**config.mk**
```make
export PLATFORM = sky130hd
export DESIGN_NAME = serial_adder
export DESIGN_NICKNAME = d
export VERILOG_FILES = /design/src/rtl/adder_pkg.sv /design/src/rtl/full_adder.sv /design/src/rtl/serial_adder.sv
export SDC_FILE = /design/constraint.sdc
export NUM_CORES = 1
export LEC_CHECK = 0
export CAP_MARGIN = 20
export CORE_MARGIN = 2
export CORE_UTILIZATION = 51
export DETAILED_ROUTE_END_ITERATION = 6
export PLACE_DENSITY = 0.76
export SLEW_MARGIN = 20
export SYNTH_ARGS = -nofsm -noshare
export SYNTH_HDL_FRONTEND = slang
export SYNTH_SLANG_ARGS = --single-unit
```
**constraint.sdc**
```tcl
create_clock -name i_clk -period 2.03 [get_ports i_clk]
set_clock_uncertainty 0.05 [all_clocks]
set_input_delay 0.3045 -clock i_clk [delete_from_list [all_inputs] [get_ports i_clk]]
set_output_delay 0.3045 -clock i_clk [all_outputs]
set_load 0.05 [all_outputs]
```
**src/rtl/adder_pkg.sv**
```systemverilog
// rtl/adder_pkg.sv - shared FSM encodings and counter sizing for the serial adder
package adder_pkg;

    typedef enum logic [1:0] {
        ST_IDLE  = 2'd0,
        ST_SHIFT = 2'd1,
        ST_DONE  = 2'd2
    } state_t;

    // Bit counter width: max(1, clog2(width)).
    function automatic int CNT_W(input int width);
        return (width <= 2) ? 1 : $clog2(width);
    endfunction

endpackage

```
**src/rtl/full_adder.sv**
```systemverilog
// rtl/full_adder.sv - single-bit full adder cell
module full_adder (
    input  logic i_a,
    input  logic i_b,
    input  logic i_x,
    output logic o_s,
    output logic o_c
);

    assign o_s = i_a ^ i_b ^ i_x;
    assign o_c = (i_a & i_b) | (i_x & (i_a ^ i_b));

endmodule

```
**src/rtl/serial_adder.sv**
```systemverilog
// rtl/serial_adder.sv - bit-serial adder, LSB first through one full adder cell
module serial_adder
    import adder_pkg::*;
#(
    parameter int WIDTH = 8
) (
    input  logic             i_clk,
    input  logic             i_rst,
    input  logic             i_valid,
    output logic             o_ready,
    input  logic [WIDTH-1:0] i_a,
    input  logic [WIDTH-1:0] i_b,
    input  logic             i_cin,
    output logic             o_valid,
    input  logic             i_ready,
    output logic [WIDTH-1:0] o_sum,
    output logic             o_cout
);

    localparam int CW = CNT_W(WIDTH);
    localparam logic [CW-1:0] LAST = CW'(WIDTH - 1);

    state_t            state;
    state_t            next_state;
    logic [WIDTH-1:0]  a_sr;
    logic [WIDTH-1:0]  b_sr;
    logic [WIDTH-1:0]  sum_sr;
    logic [WIDTH-1:0]  sum_next;
    logic              carry;
    logic [CW-1:0]     count;
    logic              s;
    logic              c;
    logic              unused_lsb;

    full_adder u_fa (
        .i_a (a_sr[0]),
        .i_b (b_sr[0]),
        .i_x (carry),
        .o_s (s),
        .o_c (c)
    );

    // The bit shifted out of sum_sr on the final edge is already captured in o_sum.
    generate
        if (WIDTH == 1) begin : g_one
            assign sum_next = s;
        end else begin : g_many
            assign sum_next = {s, sum_sr[WIDTH-1:1]};
        end
    endgenerate
    assign unused_lsb = sum_sr[0];

    always_ff @(posedge i_clk or posedge i_rst) begin
        if (i_rst) begin
            state <= ST_IDLE;
        end else begin
            state <= next_state;
        end
    end

    always_comb begin
        next_state = state;
        case (state)
            ST_IDLE:  if (i_valid) next_state = ST_SHIFT;
            ST_SHIFT: if (count == LAST) next_state = ST_DONE;
            ST_DONE:  if (i_ready) next_state = ST_IDLE;
            default:  next_state = ST_IDLE;
        endcase
    end

    always_ff @(posedge i_clk or posedge i_rst) begin
        if (i_rst) begin
            a_sr   <= '0;
            b_sr   <= '0;
            sum_sr <= '0;
            carry  <= 1'b0;
            count  <= '0;
            o_sum  <= '0;
            o_cout <= 1'b0;
        end else begin
            case (state)
                ST_IDLE: begin
                    if (i_valid) begin
                        a_sr  <= i_a;
                        b_sr  <= i_b;
                        carry <= i_cin;
                        count <= '0;
                    end
                end
                ST_SHIFT: begin
                    a_sr   <= a_sr >> 1;
                    b_sr   <= b_sr >> 1;
                    sum_sr <= sum_next;
                    carry  <= c;
                    count  <= count + CW'(1);
                    if (count == LAST) begin
                        o_sum  <= sum_next;
                        o_cout <= c;
                    end
                end
                default: ;
            endcase
        end
    end

    assign o_ready = (state == ST_IDLE);
    assign o_valid = (state == ST_DONE);

endmodule

```
==> results.py <==
metrics = {
    "run_status": {
        "status": "finished clean",
    },
    "placement": {
        "globalplace.congestion": 0.757,
        "dp_hpwl_um": 2230,
        "io_buffers": 31,
    },
    "logic_synthesis": {
        "synth_top_area_share_pct": 54.3,
        "syn_avg_cell_area_um2": 12.5,
        "synthCells": 140,
        "yosysUniqueCellTypes": 28,
        "synth_edf_count": 0,
        "ys_ff_latch": 38,
        "syn-num-nets": 164,
        "yosys-top-cells-area": "dfrtp_1, mux2_2, nor3b_1, nor4b_1, a211oi_1",
        "yosysTopAreaCell": "dfrtp_1",
        "async_reset_ff_share_pct": 100,
        "synth_top_flop_cell": "dfrtp_1",
        "yosys_warnings": 0,
        "synth-seq-area-share_pct": 54.3,
        "synth_area_mm2": 0.00175,
    },
    "grt": {
        "overflow": 0,
        "antenna_found_initial": 0,
        "grt.total_usage_pct": 17.5,
        "grt_pass1_wl_um": 5380,
        "first_global_vias": 1164,
        "grt_max_degree": 39,
    },
    "cts": {
        "clock_sinks": 38,
        "h-tree-depth": 2,
        "cts_buffer_depth": 2,
        "cts_tree": "built",
        "cts-buffers-inserted": 5,
        "cts-root-buf": "clkbuf_4",
        "cts_hold_repair.buffers": 0,
        "path_clk_slew_ps": 100,
        "post_cts_resize_count": 0,
        "postCtsSetupBuffers": 0,
        "clkLatencyLatePin_ps": 330,
    },
    "sta": {
        "worstMarginPinSlew_ps": 491,
        "hold_violations": 0,
        "finalCriticalPeriod_ps": 1870,
        "maxSlewHeadroom_pct": 67.1,
        "final-setup-viol-count": 0,
        "rsz0062_at_grt": "false",
        "finalCritPeriodShare_pct": 92.3,
        "slew_viol_final": 0,
        "tns_ps": 0,
        "clock.fmax_mhz": 533,
    },
    "setup_path": {
        "path_cells": "buf_4 > nor2_1 > buf_12",
        "cp-start-kind": "register",
        "critPathRequiredTime_ps": 1680,
        "cp_top_family": "flip-flops",
        "cp_num_buf_inv": 2,
        "slowest_stage": "dfrtp_2",
        "arrival_ps": 1520,
        "endpoint_kind": "output port",
        "critPathMaxStageDelay_ps": 520,
        "path_max_fanout": 18,
        "crit_type": "reg2out",
    },
    "hold_path": {
        "hold_class": "in2async",
    },
    "cells_and_area": {
        "area_delta_synth_final_pct": 27.5,
        "nNetsFinal": 200,
        "antenna_cells": 0,
        "drive_gt1_share_pct": 23.2,
    },
    "floorplan": {
        "ioPinCount": 32,
        "fp-row-count": 21,
        "die_w_um": 62.6,
        "dieHeight_um": 62.6,
        "initial_core_util_pct": 52.9,
        "coreArea_mm2": 0.00331,
        "fp.dieArea_mm2": 0.00392,
    },
    "drt": {
        "final_antenna_net_count": 0,
        "wl_per_cell_um": 13.9,
        "post-route-drc-count": 0,
        "drtIter0Drc": 57,
        "vias": 1230,
        "wl_um": 3100,
        "avgViaCountPerCell": 5.52,
        "drt_first_pass_iters": 4,
    },
    "power": {
        "peakVddDrop_uv": 763,
        "totalPowerFinal_mw": 3.45,
        "pwr_density_cell_mw_per_mm2": 1540,
        "p_leak_nw": 0.971,
    },
    "job": {
        "drv_cap": 0,
    },
}
cells in the mapped netlist, drive strengths merged (2+ instances only):
library cell	number
a211oi	8
a22o	2
a211o	2
or4b	3
ha	2
nor4b	8
nor4bb	2
a222oi	2
nor2b	5
nand2b	2
nor3b	12
dfrtp	38
clkbuf	3
inv	14
o221a	3
a221oi	2
buf	8
mux2	16
where the power goes:
part	switching, mW	total [mW]	internal [mW]
combinational	0.852	1.63	0.782
sequential	0.218	1.34	1.12
clock	0.235	0.471	0.237
total	1.31	3.45	2.14
tightest hold or removal path: stages:
cell and delay (ps):
clkdlybuf4s50_1 390, inv_1 50, buf_4 400
cells in the final DEF, fill, tap and decap left out:
cell type / n
a222oi_1: 2
a211oi_1: 8
clkdlybuf4s50_1: 29
nand3b_1: 1
a211o_1: 2
buf_4: 9
nor4bb_1: 2
fa_1: 1
nor3b_1: 12
ha_1: 2
buf_12: 2
or4b_2: 1
o21bai_1: 1
a221oi_1: 2
nor2_1: 1
o21ba_2: 1
clkbuf_8: 3
o21ai_0: 1
or4b_1: 2
mux2i_1: 1
dfrtp_1: 37
dfrtp_2: 1
clkbuf_4: 5
inv_1: 14
a22o_1: 2
nand2b_1: 2
o221a_2: 3
nor2b_1: 5
mux2_2: 16
nor4b_1: 8
a21oi_1: 1
per-layer routing:
metal / vias to the layer above / share of wire [%] / track usage [%]
li1: 579 / - / -
met1: 612 / 43 / 21.9
met2: 33 / 50 / 28.8
met3: 6 / 5.0 / 5.05
met4: 0 / 1.6 / 6.67
met5: - / 0 / 0
flip-flops by register name, summed over array words and instances, names as in the netlist:
name and flops:
b_sr 8, state 2, carry 1, count 3, sum_sr 7, o_sum 8, a_sr 8, o_cout 1
path summary, 6_finish.rpt:
kind                              to  slack [ps]  cells after the start      from
min reg2reg                 count[0]         430                      1  count[0]
max in group asynchronous   state[1]        1270                      3     i_rst
min                        sum_sr[1]         320                      3     i_rst
max reg2reg                 o_sum[1]         320                      4  count[0]
max                          o_ready         160                      3  state[1]
min in group i_clk          count[0]         430                      1  count[0]
layout make-up:
| type | count | area [um^2] |
|---|---|---|
| Clock buffer | 8 | 78.8 |
| Inverter | 14 | 52.6 |
| Tap cell | 46 | 57.6 |
| Fill cell | 281 | 1080 |
| Sequential cell | 38 | 952 |
| Multi-Input combinational cell | 77 | 694 |
| Timing Repair Buffer | 40 | 398 |
per-stage QoR:
step	utilization, %	std cells	setup WS [ps]	cell area [um^2]	hold slack [ps]
floorplan	-	140	278	1750	362
global placement	65.0	215	265	2150	427
detailed placement	65.0	215	247	2150	424
CTS	67.4	223	45.0	2230	317
global route	67.5	223	64.0	2230	334
finish	67.5	223	155	2230	318
cell families after synthesis:
logic type | synth area share (%)
buffers and inverters | 6.07
DFF | 54.3
and+or+nand+nor | 15.1
muxes | 10.9
AOI/OAI and AO/OA | 11.1
adders and majority gates | 2.57
Note: power is estimated with default switching activity, not from simulation.
